File: config.mk
export PLATFORM = sky130hd
export DESIGN_NAME = rr_onehot_arbiter
export DESIGN_NICKNAME = d
export VERILOG_FILES = /design/src/rtl/rr_onehot_arbiter_pkg.sv /design/src/rtl/rr_onehot_arbiter_encoder.sv /design/src/rtl/rr_onehot_arbiter.sv
export SDC_FILE = /design/constraint.sdc
export NUM_CORES = 1
export LEC_CHECK = 0
export CORE_UTILIZATION = 45
export CTS_CLUSTER_DIAMETER = 120
export DETAILED_ROUTE_END_ITERATION = 12
export HOLD_SLACK_MARGIN = 0.1
export MAX_ROUTING_LAYER = met4
export PLACE_DENSITY = 0.74
export RECOVER_POWER = 25
export SETUP_SLACK_MARGIN = 0.1
export SLEW_MARGIN = 20
export SYNTH_ARGS = -nofsm -noshare
export SYNTH_HDL_FRONTEND = slang
export SYNTH_SLANG_ARGS = --single-unit
File: constraint.sdc
create_clock -name clk -period 8.3 [get_ports clk]
set_clock_uncertainty 0.05 [all_clocks]
set_input_delay 1.66 -clock clk [delete_from_list [all_inputs] [get_ports clk]]
set_output_delay 1.66 -clock clk [all_outputs]
set_load 0.005 [all_outputs]
File: src/rtl/rr_onehot_arbiter_pkg.sv
// rr_onehot_arbiter_pkg: shared FSM state encoding and index-width helper for the round-robin arbiter.
package rr_onehot_arbiter_pkg;

  typedef enum logic {
    IDLE = 1'b0,
    LOCK = 1'b1
  } state_e;

  function automatic int clog2_fn(input int n);
    int w;
    w = 0;
    while ((1 << w) < n) w++;
    return (w < 1) ? 1 : w;
  endfunction

endpackage

File: src/rtl/rr_onehot_arbiter_encoder.sv
// onehot_encoder: OR-only one-hot to binary mapping; input zero-extended to 2**OUTPUT_W.
module onehot_encoder #(
  parameter int INPUT_W  = 8,
  parameter int OUTPUT_W = 3
) (
  input  logic [INPUT_W-1:0]  onehot_i,
  output logic [OUTPUT_W-1:0] idx_o
);

  always_comb begin
    idx_o = '0;
    for (int i = 0; i < INPUT_W; i++)
      for (int b = 0; b < OUTPUT_W; b++)
        if (i[b]) idx_o[b] = idx_o[b] | onehot_i[i];
  end

endmodule

File: src/rtl/rr_onehot_arbiter.sv
// rr_onehot_arbiter: locked round-robin arbiter with registered one-hot grant and encoded index.
module rr_onehot_arbiter
  import rr_onehot_arbiter_pkg::*;
#(
  parameter int REQ_NUM = 8,
  parameter int IDX_W   = clog2_fn(REQ_NUM)
) (
  input  logic               clk,
  input  logic               rst_n,
  input  logic [REQ_NUM-1:0] req_i,
  input  logic               done_i,
  output logic [REQ_NUM-1:0] gnt_o,
  output logic [IDX_W-1:0]   gnt_idx_o,
  output logic               gnt_vld_o
);

  state_e             state_q, state_d;
  logic [REQ_NUM-1:0] gnt_q, gnt_d, base, therm, hi, cand, pick;
  logic [IDX_W-1:0]   ptr_q, ptr_d, ptr_sel, owner_idx;
  logic               rel;

  onehot_encoder #(.INPUT_W(REQ_NUM), .OUTPUT_W(IDX_W)) u_enc (
    .onehot_i (gnt_q),
    .idx_o    (owner_idx)
  );

  assign rel     = (state_q == LOCK) && (done_i || !(|(req_i & gnt_q)));
  assign ptr_sel = rel ? ((owner_idx == IDX_W'(REQ_NUM - 1)) ? '0 : owner_idx + 1'b1) : ptr_q;
  // On release the owner is masked so it cannot immediately win again.
  assign base    = rel ? (req_i & ~gnt_q) : req_i;

  always_comb begin
    therm = '0;
    for (int i = 0; i < REQ_NUM; i++) therm[i] = (IDX_W'(i) >= ptr_sel);
  end

  // Lowest set bit at/above ptr, else lowest set bit overall (wrap).
  assign hi   = base & therm;
  assign cand = (|hi) ? hi : base;
  assign pick = cand & (~cand + REQ_NUM'(1));

  always_comb begin
    state_d = state_q;
    ptr_d   = ptr_q;
    gnt_d   = gnt_q;
    if (state_q == IDLE || rel) begin
      ptr_d   = ptr_sel;
      gnt_d   = pick;
      state_d = (|pick) ? LOCK : IDLE;
    end
  end

  always_ff @(posedge clk or negedge rst_n) begin
    if (!rst_n) begin
      state_q <= IDLE;
      ptr_q   <= '0;
      gnt_q   <= '0;
    end else begin
      state_q <= state_d;
      ptr_q   <= ptr_d;
      gnt_q   <= gnt_d;
    end
  end

  assign gnt_o     = gnt_q;
  assign gnt_idx_o = owner_idx;
  assign gnt_vld_o = |gnt_q;

endmodule

## Word level (Yosys, flattened, before mapping)

Cells that the tools add are included.

- Bits in registers: 12
- Input bits: 11
- Output and inout bits: 12
- Word-level logic and storage cells: 43

- Reduce and logical (&&, ||, !) cells: 8
- Bitwise operators: 16
- Eq/ne operators: 1
- Order comparisons: 8
- $add $sub $neg: 2
- Multiplexer cells: 5

Operators by type and width:

| cell | count |
|---|---|
| $and 8x8->8 | 4 |
| $reduce_or 8->1 | 4 |
| $mux 8 | 2 |
| $not 8->8 | 2 |
| $ge 3x3->1 const A | 4 |
| $or 1x1->1 | 9 |
| $add 8x1->8 const B | 1 |
| $ge 1x3->1 const A | 2 |
| $ge 2x3->1 const A | 2 |
| $mux 3 | 2 |
| $add 3x1->3 const B | 1 |
| $eq 3x3->1 const B | 1 |
| $logic_or 1x1->1 | 2 |
| $logic_and 1x1->1 | 1 |
| $logic_not 1->1 | 1 |
| $mux 1 | 1 |
| $not 1->1 | 1 |

## Logic depth before layout (Yosys ltp)

Gate-level depths: netlist of run 1.

- Depth in word-level cells: 15
- Gate-level depth with buffers: 10
- Mapped depth without buffers: 10

## Modules after synthesis

Synthesis of run 1 repeated with hierarchy kept, for this count alone.

- Cell total of the unflattened synthesis: 145
- Area total of the unflattened synthesis: 1159.9 um2

Modules (own cells, without submodules):

| module | cells an instance | times used | sequential area each (um2) | area each (um2) |
|---|---|---|---|---|
| rr_onehot_arbiter | 142 | 1 | 300.3 | 1137.3 |
| onehot_encoder | 3 | 1 | 0.0 | 22.5 |

## Worst setup path after synthesis of run 1

No wires, ideal clock.

- Kind: input to register
- Start: input req_i[4]
- End: register gnt_q[7], in the netlist gnt_o[7]
- Arrival: 3.556 ns
- Required time: 8.182 ns
- Setup slack: 4.626 ns
- Buffers on the path: 0
- Stages on the path: 8
- Setup time: 0.068 ns
- Cells stage by stage: a22oi_1 -> a41oi_2 -> nand2b_4 -> mux2_2 -> o32ai_2 -> o221ai_2 -> nor4_2 -> a32o_1

- Word-level cells in the longest chain between the ends: 13
- Elaborated cells on any way between the ends: 23
- Classes of those cells: add/sub: 1; order compare: 8; mux: 3; bitwise: 5; reduce/logical: 6

RTL lines:

| element | RTL line | text |
|---|---|---|
| start, declared | rr_onehot_arbiter.sv:10 | `input logic [REQ_NUM-1:0] req_i,` |
| $and 8x8->8 | rr_onehot_arbiter.sv:27 | `assign rel = (state_q == LOCK) && (done_i \|\| !(\|(req_i & gnt_q)));` |
| $reduce_or 8->1 | rr_onehot_arbiter.sv:27 |  |
| $logic_not 1->1 | rr_onehot_arbiter.sv:27 |  |
| $logic_or 1x1->1 | rr_onehot_arbiter.sv:27 |  |
| $logic_and 1x1->1 | rr_onehot_arbiter.sv:27 |  |
| $mux 3 | rr_onehot_arbiter.sv:28 | `assign ptr_sel = rel ? ((owner_idx == IDX_W'(REQ_NUM - 1)) ? '0 : owner_idx + 1'b1) : ptr_q;` |
| $ge 1x3->1 (tied with other cells) | rr_onehot_arbiter.sv:34 | `for (int i = 0; i < REQ_NUM; i++) therm[i] = (IDX_W'(i) >= ptr_sel);` |
| $and 8x8->8 | rr_onehot_arbiter.sv:38 | `assign hi = base & therm;` |
| $reduce_or 8->1 | rr_onehot_arbiter.sv:39 | `assign cand = (\|hi) ? hi : base;` |
| $mux 8 | rr_onehot_arbiter.sv:39 |  |
| $not 8->8 | rr_onehot_arbiter.sv:40 | `assign pick = cand & (~cand + REQ_NUM'(1));` |
| $add 8x1->8 | rr_onehot_arbiter.sv:40 |  |
| $and 8x8->8 | rr_onehot_arbiter.sv:40 |  |
| end signal, assigned | rr_onehot_arbiter.sv:61 | `gnt_q <= gnt_d;` |
| end, declared | rr_onehot_arbiter.sv:18 | `logic [REQ_NUM-1:0] gnt_q, gnt_d, base, therm, hi, cand, pick;` |

Several ways; a longest one is shown, not always the timed one.
A chain may end at the register's enable or synchronous reset.

## Final worst setup path of run 1

Ends and elaborated chain as after synthesis.

==> results of run 1 <==
cells by family (layout without fill, tap and decap cells):
| group | count (synthesis) | count (layout) | synth area share |
|---|---|---|---|
| AOI/OAI and AO/OA | 49 | 49 | 0.354 |
| adders and majority gates | 2 | 2 | 0.0222 |
| buffers and inverters | 8 | 30 | 0.0300 |
| DFF | 12 | 12 | 0.266 |
| muxes | 3 | 3 | 0.0277 |
| and+or+nand+nor | 65 | 65 | 0.300 |
power groups by stage:
stage               logic [mW]  registers (mW)  clock network, mW
finish                   0.556           0.126             0.0498
CTS                      0.552           0.123             0.0500
detailed placement       0.549           0.125                  0
global placement         0.539           0.125                  0
floorplan                0.410           0.108                  0
global route             0.610           0.129             0.0526
placed cells by master, fill, tap and decap left out, drive strengths merged, types with 4 or more instances in the layout:
master and instances:
a21oi 9, a22oi 6, clkbuf 4, clkdlybuf4s50 21, dfrtp 12, inv 4, nand2 28, nand2b 6
nor2 11, nor3 5, o21ai 6, or4 4
registers in the layout, indices dropped and copies added, names as in the netlist:
| register | flops |
|---|---|
| gnt_o | 8 |
| state_q | 1 |
| ptr_q | 3 |
stage by stage:
stage | instances | worst slack (ns) | cell area [µm²]
after floorplan | 139 | 4.63 | 1130
after global placement | 185 | 3.38 | 1360
after detailed placement | 185 | 3.32 | 1360
after CTS | 189 | 3.62 | 1400
after global routing | 189 | 3.29 | 1400
final | 189 | 3.50 | 1400
area by class of cell:
class                   count  share of cell area
clock buffers               4              0.0259
inverters                   4              0.0107
multi-input cells         119               0.567
flip-flops and latches     12               0.214
repair buffers             22               0.157
well taps                  28              0.0250
per-layer routing:
layer  vias to the layer above  part of all wire  global-route usage
li1                        575                 -                   -
met1                       591              0.39               0.380
met2                       102              0.47               0.457
met3                        14              0.11              0.0468
met4                         0             0.033               0.117
met5                         -                 0                   -
path summary, 6_finish.rpt:
path                            startpoint  endpoint  slack, ns  depth (start not counted)
max in group asynchronous            rst_n  gnt_o[4]       6.01                          1
worst min-delay path              gnt_o[4]  gnt_o[4]       0.57                          2
worst max-delay path              req_i[4]  gnt_o[7]       3.50                          9
worst min register to register    gnt_o[4]  gnt_o[4]       0.57                          2
min in group asynchronous            rst_n  ptr_q[1]       1.78                          1
worst max register to register    gnt_o[7]  gnt_o[7]       4.79                         10
critical path: cells and delay by family:
family	cells	cell delay, ns
buffers and inverters	1	0.51
and+or+nand+nor	2	1.23
AOI/OAI and AO/OA	6	1.57
==> results.cfg, run 1 <==
[run_status]
outcome = completed

[power]
total_leakage_power_nw = 0.567
power.switching_uw = 377
p_sw_frac = 0.516
pwr-share-seq = 0.172
peakVddDrop_v = 0.000274
power_density_nw_per_um2 = 522
fin_total_pwr_uw = 731
p_int_uw = 354
comb_power_share = 0.760
clockPowerShare = 0.068

[yosys]
synth.distinct_cells = 49
synthMostInstantiatedCell = nand2_1
synthCells = 139
ys.flop_type = dfrtp_1
yosysWarnings = 0
yosys-top-cells-area = dfrtp_1, nand2_1, a21oi_1
synth_area_um2 = 1130
synth_common_cells = nand2_1, dfrtp_1, nor2_1
synth_top_cell_by_area = dfrtp_1
synth_nets = 152
synth-seq-cells = 12
synth-seq-area-share = 0.266
synth_top_area_frac = 0.266
synthArstFlopShare = 1.00
syn_avg_cell_area_um2 = 8.11
synth_edf_count = 0

[setup_path]
critPathKind = input port to flip-flop
slowest_delay_ns = 0.82
startpoint_type = input port
cp_slowest_cell = nor2_1
crit_chain = clkdlybuf4s50_1 > a22oi_1 > a41oi_2 > nor2_1 > o311ai_0 > a21oi_1 > o221ai_2 > nor4_2 > a32o_1
worst_ep_arrival_time_ns = 4.97
worstPathMaxFanout = 15
required_ns = 8.47
cp-end-kind = flip-flop

[detailed_routing]
drtIter0Drc = 86
ant_nets = 0
drcViolationCount = 0
avgViaCountPerCell = 6.78
wl_um = 3380
num_vias = 1282
detail_route.first_pass.iterations = 6
routedWlPerCell_um = 17.9

[sta]
worst_hold_slack_ns = 0.569
slew_violations = 0
fin_crit_sh = 0.579
final-hold-violation-count = 0
rsz0062_at_grt = false
setup_tns_ns = 0
worst_pin_slew_ns = 0.968
clock.fmax_ghz = 0.208
relSlewSlack = 0.352
setup_viol = 0
period_needed_ns = 4.80

[grt]
grt_max_degree = 16
grt_pass1_wl_um = 5640
antenna_found_initial = 0
grt_pass1_vias = 1190
gr-total-overflow = 0
grt_usage = 0.294

[finish]
register_area_um2 = 300
multi_input_area_um2 = 793
fin_nets = 175
diodes = 0
drive_above_1_share = 0.118
syn2layout_area_growth_pct = 24.2
finish.utilization = 0.615
fill_cells = 209

[floorplan]
fp.dieArea_um2 = 2710
placement_rows = 17
die-width_um = 52.1
start_util = 0.495
core_um2 = 2280
ios = 23
dieHeight_um = 52.1

[clocking]
clockBufferDepth = 2
clkTransAtPathRegs_ns = 0.09
clk_latency_ns = 0.28
cts.sinks = 12
cts_root_buf = clkbuf_4
cts_buffers = 3
hold_buffers = 0
cts_tree = built
post_cts_buffers = 0
post_cts_resized = 0
ctsHtreeMaxLevel = 1

[placement]
dpl.hpwl_um = 2530
portBuffers = 22
routabilityCongestion = 0.938

[worst_hold_path]
hold_path.class = flip-flop to flip-flop

[run]
drv_cap = 0
Note: power is estimated with default switching activity, not from simulation.
==> run 2: changes to the inputs <==
--- a/config.mk
+++ b/config.mk
@@ -10,7 +10,7 @@
 export DETAILED_ROUTE_END_ITERATION = 12
 export HOLD_SLACK_MARGIN = 0.1
 export MAX_ROUTING_LAYER = met4
-export PLACE_DENSITY = 0.74
+export PLACE_DENSITY = 0.77
 export RECOVER_POWER = 25
 export SETUP_SLACK_MARGIN = 0.1
 export SLEW_MARGIN = 20
==> constraint.sdc (replaced) <==
create_clock -name clk -period 4.1 [get_ports clk]
set_clock_uncertainty 0.05 [all_clocks]
set_input_delay 0.82 -clock clk [delete_from_list [all_inputs] [get_ports clk]]
set_output_delay 0.82 -clock clk [all_outputs]
set_load 0.005 [all_outputs]
==> run 2 against run 1 <==
First-iteration DRC count down 5.8%. Global-route usage down 1.1 points. Flip-flop and latch count unchanged. Largest power group unchanged.
==> results.cfg, run 2 (synthesis gave the netlist of run 1 again) <==
[run_status]
outcome = completed

[detailed_routing]
detail_route.first_pass.iterations = 4
wl_um = 3370
routedWlPerCell_um = 17.7
drcViolationCount = 0
ant_nets = 0
drtIter0Drc = 81
num_vias = 1285
avgViaCountPerCell = 6.76

[setup_path]
reg2reg_depth = 10
cp-end-kind = flip-flop
required_ns = 4.26
r2r_setup_slack_ns = 0.61
worst_ep_arrival_time_ns = 3.68
critPathKind = input port to flip-flop
rr_endpoint = gnt_o[7]
worstReg2RegStart = gnt_o[7]
startpoint_type = input port
crit_end = gnt_o[7]
worstPathMaxFanout = 12
crit_start = req_i[7]

[floorplan]
ios = 23
fp.dieArea_um2 = 2710
core_um2 = 2280
placement_rows = 17
start_util = 0.495
dieHeight_um = 52.1
die-width_um = 52.1

[clocking]
clkTransAtPathRegs_ns = 0.09
cts_root_buf = clkbuf_4
post_cts_resized = 0
ctsHtreeMaxLevel = 1
cts.sinks = 12
cts_buffers = 3
hold_buffers = 0
clockBufferDepth = 2
cts_tree = built
clk_latency_ns = 0.27
post_cts_buffers = 0

[grt]
antenna_found_initial = 0
gr-total-overflow = 0
grt_max_degree = 13
grt_usage = 0.283
grt_pass1_wl_um = 5510
grt_pass1_vias = 1151

[sta]
fin_crit_sh = 0.856
rsz0062_at_grt = false
period_needed_ns = 3.51
setup_tns_ns = 0
final-hold-violation-count = 0
setup_viol = 0
clock.fmax_ghz = 0.285
slew_violations = 0
worst_pin_slew_ns = 0.593
relSlewSlack = 0.603

[finish]
drive_above_1_share = 0.123
largest_reg_flops = 8
register_area_um2 = 300
final_common_cell = nand2_1
most-common-layout-cells = nand2_1, clkdlybuf4s50_1, dfrtp_1, nor2_1, a21oi_1
multi_input_area_um2 = 793
fin_nets = 176
diodes = 0
fill_cells = 194
syn2layout_area_growth_pct = 24.9

[power]
power_density_nw_per_um2 = 1060
total_leakage_power_nw = 0.572
fin_total_pwr_mw = 1.49
peakVddDrop_v = 0.000692

[placement]
portBuffers = 22
dpl.hpwl_um = 2520
routabilityCongestion = 0.934

[run]
drv_cap = 0

[worst_hold_path]
hold_path.class = flip-flop to flip-flop
-- run 2: changes by cell type in the layout (fill, tap and decap cells not counted) --
cell   change
buf_4      +1
-- run 2: area by class of cell --
type	instances	area share
Inverter	4	0.0107
Timing Repair Buffer	23	0.162
Multi-Input combinational cell	119	0.564
Tap cell	28	0.0249
Sequential cell	12	0.213
Clock buffer	4	0.0258
-- run 2: how the worst min path moves through the flow --
stage,endpoint,from,cells after the start
2_1_floorplan,gnt_o[0],rst_n,0
3_3_place_gp,gnt_o[4],gnt_o[4],2
3_5_place_dp,gnt_o[4],gnt_o[4],2
4_1_cts,gnt_o[4],gnt_o[4],2
5_1_grt,gnt_o[4],gnt_o[4],2
6_report,gnt_o[4],gnt_o[4],2
-- run 2: metal layers --
| layer | vias up | GRT usage | wire (µm) |
|---|---|---|---|
| li1 | 575 | - | - |
| met1 | 622 | 0.388 | 1380 |
| met2 | 84 | 0.432 | 1570 |
| met3 | 4 | 0.0292 | 400 |
| met4 | 0 | 0.104 | 25 |
| met5 | - | - | 0 |
-- run 2: critical path, stage by stage --
cell and delay [ns]:
clkdlybuf4s50_1 0.58, a22oi_1 0.13, a41oi_2 0.42, nand2b_4 0.30, mux2_2 0.41, o32ai_2 0.28
o221ai_2 0.19, nor4_2 0.36, a32o_1 0.17
-- run 2: per-stage QoR --
step | instances | utilization | hold WS, ns | cell area [µm²] | setup slack, ns
global placement | 186 | 0.603 | 0.546 | 1370 | 0.432
detailed placement | 186 | 0.603 | 0.562 | 1370 | 0.310
global route | 190 | 0.618 | 0.623 | 1410 | 0.437
CTS | 190 | 0.618 | 0.581 | 1410 | 0.594
floorplan | 139 | - | 0.474 | 1130 | 0.973
finish | 190 | 0.618 | 0.584 | 1410 | 0.589
-- run 2: power breakdown --
| group | switching (mW) | leakage [nW] | total (mW) | internal (mW) |
|---|---|---|---|---|
| clock network | 0.0450 | 0.0210 | 0.0989 | 0.0539 |
| logic | 0.633 | 0.398 | 1.14 | 0.506 |
| registers | 0.0910 | 0.153 | 0.257 | 0.166 |
==> run 3: changes to the inputs <==
--- a/config.mk
+++ b/config.mk
@@ -10,7 +10,7 @@
 export DETAILED_ROUTE_END_ITERATION = 12
 export HOLD_SLACK_MARGIN = 0.1
 export MAX_ROUTING_LAYER = met4
-export PLACE_DENSITY = 0.77
+export PLACE_DENSITY = 0.74
 export RECOVER_POWER = 25
 export SETUP_SLACK_MARGIN = 0.1
 export SLEW_MARGIN = 20
==> run 3 against run 2 <==
Sequential share of layout area up 0.095 points. Combinational power about the same. Clock-buffer cell count down 1. Final cell count did not move. Global-route usage grew 0.44 points. First-iteration DRC count down 2.5%. Utilization is 0.27 points lower. Critical path depth stayed put. Non-clock buffer count rose by 1. Critical path type unchanged.
==> results.cfg, run 3 (synthesis gave the netlist of run 1 again) <==
[run_status]
outcome = completed

[finish]
drive_above_1_share = 0.123
syn2layout_area_growth_pct = 24.3
largest_reg_flops = 8
final_common_cell = nand2_1
diodes = 0
fin_nets = 177
most-common-layout-cells = nand2_1, clkdlybuf4s50_1, dfrtp_1, nor2_1, a21oi_1
fill_cells = 196

[detailed_routing]
drcViolationCount = 0
detail_route.first_pass.iterations = 5
wl_um = 3300
ant_nets = 0
avgViaCountPerCell = 6.54
routedWlPerCell_um = 17.4
drtIter0Drc = 79
num_vias = 1243

[sta]
period_needed_ns = 3.55
relSlewSlack = 0.609
slew_violations = 0
final-hold-violation-count = 0
worst_pin_slew_ns = 0.584
rsz0062_at_grt = false
setup_tns_ns = 0
fin_crit_sh = 0.866
setup_viol = 0
clock.fmax_ghz = 0.281

[setup_path]
worst_ep_arrival_time_ns = 3.72
required_ns = 4.27
cp-end-kind = flip-flop
critPathKind = input port to flip-flop
startpoint_type = input port
worstPathMaxFanout = 12

[floorplan]
fp.dieArea_um2 = 2710
core_um2 = 2280
dieHeight_um = 52.1
placement_rows = 17
die-width_um = 52.1
ios = 23
start_util = 0.495

[grt]
grt_pass1_wl_um = 5530
grt_usage = 0.288
antenna_found_initial = 0
grt_pass1_vias = 1169
grt_max_degree = 13
gr-total-overflow = 0

[clocking]
clk_latency_ns = 0.28
cts_buffers = 3
clkTransAtPathRegs_ns = 0.08
hold_buffers = 0
post_cts_buffers = 0
cts_root_buf = clkbuf_4
ctsHtreeMaxLevel = 1
cts.sinks = 12
cts_tree = built
post_cts_resized = 0
clockBufferDepth = 2

[power]
fin_total_pwr_mw = 1.46
power_density_nw_per_um2 = 1040
peakVddDrop_v = 0.000596
total_leakage_power_nw = 0.569

[run]
drv_cap = 0

[placement]
routabilityCongestion = 0.893
portBuffers = 22
dpl.hpwl_um = 2560

[worst_hold_path]
hold_path.class = flip-flop to flip-flop
==> run 3: changes by cell type in the layout (fill, tap and decap cells not counted) <==
cell      delta
buf_4        +1
clkbuf_8     -1
==> run 3: final timing paths <==
kind | slack (ns) | cells past startpoint | from | endpoint
hold / removal | 0.57 | 2 | gnt_o[4] | gnt_o[4]
min in group asynchronous | 0.93 | 1 | rst_n | gnt_o[7]
setup reg to reg | 0.64 | 10 | gnt_o[7] | gnt_o[7]
hold reg to reg | 0.57 | 2 | gnt_o[4] | gnt_o[4]
max in group asynchronous | 2.69 | 1 | rst_n | gnt_o[2]
setup / recovery | 0.55 | 9 | req_i[7] | gnt_o[7]
==> run 3: worst max-delay path: stages <==
cell and delay (ns):
clkdlybuf4s50_1 0.58, a22oi_1 0.14, a41oi_2 0.43, nand2b_4 0.31, mux2_2 0.43, o32ai_2 0.29, o221ai_2 0.19, nor4_2 0.35
a32o_1 0.18
==> run 3: where the power goes <==
part           internal [mW]  switching, mW  leakage (nW)
sequential             0.166         0.0883         0.153
combinational          0.514          0.618         0.402
clock                 0.0341         0.0412        0.0138
total                  0.714          0.748         0.569
==> run 3: cell type report <==
class                      instances  area [µm²]  area share
tap                               28        35.0      0.0250
sequential                        12         300       0.214
clock buffer                       3        22.5      0.0161
inverter                           4        15.0      0.0107
multi-input combinational        119         793       0.566
timing repair buffer              24         235       0.168
==> run 3: per-layer routing <==
layer	GRT usage	share of wire	up-vias	wire length, µm
met5	-	0	-	0
met1	0.369	0.43	590	1430
met4	0.131	0.0088	0	29
met2	0.447	0.48	75	1580
li1	-	-	574	-
met3	0.0409	0.081	4	268
==> run 3: per-stage QoR <==
step	cell area [µm²]	hold slack, ns	utilization	cells	setup slack (ns)
after floorplan	1130	0.474	-	139	0.973
after global placement	1380	0.551	0.606	187	0.430
after detailed placement	1380	0.552	0.606	187	0.287
after CTS	1400	0.566	0.616	190	0.574
after global routing	1400	0.628	0.616	190	0.379
final	1400	0.567	0.616	190	0.548
